<file path="src/rtl/lut_if.sv">
// Lookup bus between a CORDIC core and its arctangent table.
// Carries the iteration index, read strobe and the table result with its flags.
// The master drives index/rd_en; the slave (the table) drives the result side.
interface lut_if;
  logic [4:0]  index;
  logic        rd_en;
  logic [17:0] return_angle;
  logic        last;
  logic        beyond;
  logic        valid;

  modport master (
    output index,
    output rd_en,
    input  return_angle,
    input  last,
    input  beyond,
    input  valid
  );

  modport slave (
    input  index,
    input  rd_en,
    output return_angle,
    output last,
    output beyond,
    output valid
  );
endinterface

</file>
<file path="src/rtl/lut.sv">
// CORDIC arctangent ROM: atan(2^-i) in signed Q2.16, plus last/beyond flags.
// Latency 0 (combinational, valid tied high); 1 cycle when LUT_REG_OUT_EN is defined.
// No backpressure; registered build launches one lookup per cycle with rd_en, holds data otherwise.
module lut (
  input  logic  clock,
  input  logic  reset,
  lut_if.slave  bus
);

  // round(atan(2^-i) * 65536), half-up; entries past 16 round below one LSB and read 0
  function automatic logic [17:0] atan_rom(input logic [4:0] i);
    logic [17:0] v;
    case (i)
      5'd0:    v = 18'd51472;
      5'd1:    v = 18'd30386;
      5'd2:    v = 18'd16055;
      5'd3:    v = 18'd8150;
      5'd4:    v = 18'd4091;
      5'd5:    v = 18'd2047;
      5'd6:    v = 18'd1024;
      5'd7:    v = 18'd512;
      5'd8:    v = 18'd256;
      5'd9:    v = 18'd128;
      5'd10:   v = 18'd64;
      5'd11:   v = 18'd32;
      5'd12:   v = 18'd16;
      5'd13:   v = 18'd8;
      5'd14:   v = 18'd4;
      5'd15:   v = 18'd2;
      5'd16:   v = 18'd1;
      default: v = 18'd0;
    endcase
    return v;
  endfunction

  logic [17:0] angle_c;
  logic        last_c;
  logic        beyond_c;

  // Table lookup and flags for the index currently presented
  always_comb begin
    angle_c  = atan_rom(bus.index);
    last_c   = (angle_c == 18'd1);
    beyond_c = (bus.index > 5'd16);
  end

`ifdef LUT_REG_OUT_EN
  logic [17:0] angle_q;
  logic        last_q;
  logic        beyond_q;
  logic        valid_q;

  // Output register: reset clears everything, rd_en captures, idle drops valid and holds data
  always_ff @(posedge clock) begin
    if (reset) begin
      angle_q  <= 18'd0;
      last_q   <= 1'b0;
      beyond_q <= 1'b0;
      valid_q  <= 1'b0;
    end else if (bus.rd_en) begin
      angle_q  <= angle_c;
      last_q   <= last_c;
      beyond_q <= beyond_c;
      valid_q  <= 1'b1;
    end else begin
      valid_q  <= 1'b0;
    end
  end

  assign bus.return_angle = angle_q;
  assign bus.last         = last_q;
  assign bus.beyond       = beyond_q;
  assign bus.valid        = valid_q;
`else
  // Combinational build: clock, reset and rd_en play no part in the result
  wire unused_inputs = &{1'b0, clock, reset, bus.rd_en};

  assign bus.return_angle = angle_c;
  assign bus.last         = last_c;
  assign bus.beyond       = beyond_c;
  assign bus.valid        = 1'b1;
`endif

endmodule

</file>
<file path="src/flat_wrapper.sv">
// flat-port wrapper written by rule: the top's interface ports become plain ports
module lut_flat 
  (clock, reset, bus_index, bus_rd_en, bus_return_angle, bus_last, bus_beyond, bus_valid);
  lut_if bus_i ();
  input  logic clock;
  input  logic reset;
  input wire logic [$bits(bus_i.index)-1:0] bus_index;
  input wire logic [$bits(bus_i.rd_en)-1:0] bus_rd_en;
  output wire logic [$bits(bus_i.return_angle)-1:0] bus_return_angle;
  output wire logic [$bits(bus_i.last)-1:0] bus_last;
  output wire logic [$bits(bus_i.beyond)-1:0] bus_beyond;
  output wire logic [$bits(bus_i.valid)-1:0] bus_valid;
  assign bus_i.index = bus_index;
  assign bus_i.rd_en = bus_rd_en;
  assign bus_return_angle = bus_i.return_angle;
  assign bus_last = bus_i.last;
  assign bus_beyond = bus_i.beyond;
  assign bus_valid = bus_i.valid;
  lut u_core (.clock(clock), .reset(reset), .bus(bus_i));
endmodule
</file>
<file path="config.mk">
export PLATFORM = sky130hd
export DESIGN_NAME = lut_flat
export DESIGN_NICKNAME = d
export VERILOG_FILES = /design/src/rtl/lut_if.sv /design/src/rtl/lut.sv /design/src/flat_wrapper.sv
export SDC_FILE = /design/constraint.sdc
export NUM_CORES = 1
export LEC_CHECK = 0
export CAP_MARGIN = 20
export CORE_AREA = 2 2 39 41
export DETAILED_ROUTE_END_ITERATION = 8
export DIE_AREA = 0 0 41 43
export PLACE_DENSITY = 0.8
export SETUP_SLACK_MARGIN = 0.15
export SYNTH_ARGS = -nofsm -noshare
export SYNTH_HDL_FRONTEND = slang
export SYNTH_SLANG_ARGS = --single-unit
</file>
<file path="constraint.sdc">
create_clock -name vclk -period 1.15
set_clock_uncertainty 0.1 [all_clocks]
set_input_delay 0.23 -clock vclk [all_inputs]
set_output_delay 0.23 -clock vclk [all_outputs]
set_load 0.01 [all_outputs]
</file>
==> summary.txt <==
Status
  – Status: finished, violations left
  – Failing checks: negative setup slack

Synth
  – Mapped cell area: 390 sq um
  – Post-Synth XOR/XNOR Area: 0%
  – Post-synth cell types: 22
  – Mux cell area share after synthesis: between 10% and 20%
  – Cells after Synth: 62
  – YS warnings: 0
  – Seq/Total Area, Yosys: 0%
  – Synth Area in Simple Gates: ~25%
  – Largest family of logic cells by synthesized area: simple AND/OR/NAND/NOR gates
  – Mean Syn Cell Area: ~6.3 sq um
  – Compound-Gate Fraction of Synth Area: 23.7%
  – Synth Area in Adders: 22.4%

Min path
  – Hold Crit Class: input pin to primary output
  – Hold path depth: 4

Die
  – Initial Util: 28.2%
  – Die Area: around 0.0018 sq mm
  – Die W: slightly above 40 um
  – Io pins: 29
  – Core ar.: around 0.0014 sq mm
  – Die Y: approximately 43 um
  – # rows: 14

Setup path
  – Crit path max-delay family: buffers and inverters
  – CP Capture Type: primary output
  – CP Class: input pin to primary output
  – CP Data Required Time: between 800 and 900 ps
  – Arr. time, crit path: roughly 1200 ps
  – CP Buf/Inv Count: 3
  – CP max-delay cell: mux2_4
  – Critical path's largest stage delay: about 260 ps
  – Critical path depth: 7
  – Crit start category: input pin
  – Worst Path Max Fanout: 4
  – Worst path cell trace: buf_8, buf_6, ha_4, mux2_4, a22oi_2, nor2_1, buf_2

Routing
  – Final wirelength: approximately 1700 um
  – ANT nets after route: 0
  – Via count: about 600
  – WL/cell: between 10 and 15 um
  – DRC: 0
  – Initial DRC Count: 4
  – Routed vias/inst: a little under 5
  – 1st-pass router iterations: 3

STA
  – Fin crit period: approximately 1500 ps
  – Period utilisation layout: 131%
  – Endpoints failing setup: 18
  – RSZ-0062 raised after global routing: true
  – Final hold viol count: 0
  – PnR worst setup slack: -361 ps
  – Setup TNS: -4360 ps
  – Top achievable clock speed: about 660 MHz
  – Max-slew violation count: 0
  – Hold WS: ~730 ps

GRT
  – Met3 layer usage reported by global route: 0%
  – Grt met2 use: approximately two fifths
  – Largest net degree at the start of global routing: 9
  – Met1 usage: 21.8%
  – Vias in the first global route: 551
  – GRT Util Overall: between 10% and 20%
  – Initial antenna violation count: 0
  – Global-route wire length before repair: 2440 um
  – Busiest grt layer: met2
  – GR Overflow Total: 0

Place
  – Placed Instances: 109
  – HPWL Detailed: between 900 and 1000 um
  – I/O Buffers: 23
  – Gpl congestion: between 0.7 and 0.8

Cells and area
  – Cell Count, Final, Fillers Out: between 100 and 150
  – Register area: 0 sq um
  – Fin nets: 124
  – Synthesis-to-finish area growth: 155%
  – Layout cell share with drive strength beyond 1: between 80 and 90%
  – Number of antenna diodes: 0
  – Seq cells: 0
  – Clkbuf count: 0

Clock network
  – Hold buffers post-CTS: 0

Power and ir drop
  – Worst IR Drop VDD: just over 0.0002 V
  – Pwr Density: around 380 mW/mm^2
  – Total chip power: roughly 0.38 mW
  – Leakage power: 0.474 nW

Job
  – Max Cap Viol: 0
==> metal layers <==
| layer | vias up | part of all wire, % | wire length (um) |
|---|---|---|---|
| li1 | 292 | - | - |
| met1 | 300 | 39 | 675 |
| met2 | 14 | 58 | 1020 |
| met3 | 0 | 2.9 | 51 |
| met4 | 0 | 0 | 0 |
| met5 | - | 0 | 0 |
==> worst min-delay path, stage by stage <==
cell,delay [ps]
buf_8,80
buf_4,120
nor2_1,40
buf_2,130
==> logic make-up (layout without fill, tap and decap cells) <==
family / after synthesis / in the layout
AO/OA/AOI/OAI: 17 / 17
buffers and inverters: 11 / 55
other: 2 / 3
AND/OR/NAND/NOR: 21 / 21
adder cells (fa/ha/maj): 7 / 7
multiplexers: 4 / 4
==> layout make-up <==
class              instances  area, sq um
well taps                 16         20.0
repair buffers            51          397
inverters                  4         35.0
multi-input cells         52          544
fillers                  105          388
==> per-stage QoR <==
step | worst slack (ps) | cell area, sq um | utilization [%]
2_1_floorplan | -85.9 | 529 | -
5_1_grt | -396 | 996 | 72.0
3_5_place_dp | -1230 | 836 | 60.4
4_1_cts | -343 | 915 | 66.1
6_report | -361 | 996 | 72.0
3_3_place_gp | -1230 | 836 | 60.4
==> placed cells by master, fill, tap and decap left out, types with 2 or more instances in the layout <==
cell type  instances
nor2_4             6
nand2_2            3
nor2_1             4
ha_4               5
nor2_2             2
buf_4             20
conb_1             3
buf_2             19
buf_8              2
a21oi_2            8
o21ai_2            4
mux2i_1            3
buf_6              9
==> cell usage after synthesis (all sizes together) <==
master  number  share of area, %
nor2        12                12
a21oi        8                10
buf          7                12
ha           7                22
o21ai        5               6.4
inv          4               3.8
mux2i        3               7.7
nand2        3               2.9
conb         2               1.9
a22oi        1               1.9
a31oi        1               1.6
and2         1               1.6
and3         1               1.6
mux2         1               2.9
nand2b       1               1.6
nand3        1               1.3
o22ai        1               1.6
o31ai        1               1.9
or2          1               1.6
or3          1               2.9
==> report_power, final <==
group / internal [mW] / switching [mW] / total [mW]
logic: 0.188 / 0.187 / 0.375
clock network: 0 / 0 / 0
registers: 0 / 0 / 0
total: 0.188 / 0.187 / 0.375
==> final timing paths <==
kind	from	endpoint	slack, ps
worst max-delay path	bus_index[1]	bus_return_angle[2]	-360
worst min-delay path	bus_index[1]	bus_return_angle[14]	730
==> repair_timing <==
item                       in CTS  in global routing
gates resized for setup       125                 14
setup buffers                  10                  3
setup endpoints to repair      18                 18
gates cloned                    1                  0
pin swaps                      18                  4
Note: power is estimated with default switching activity, not from simulation.
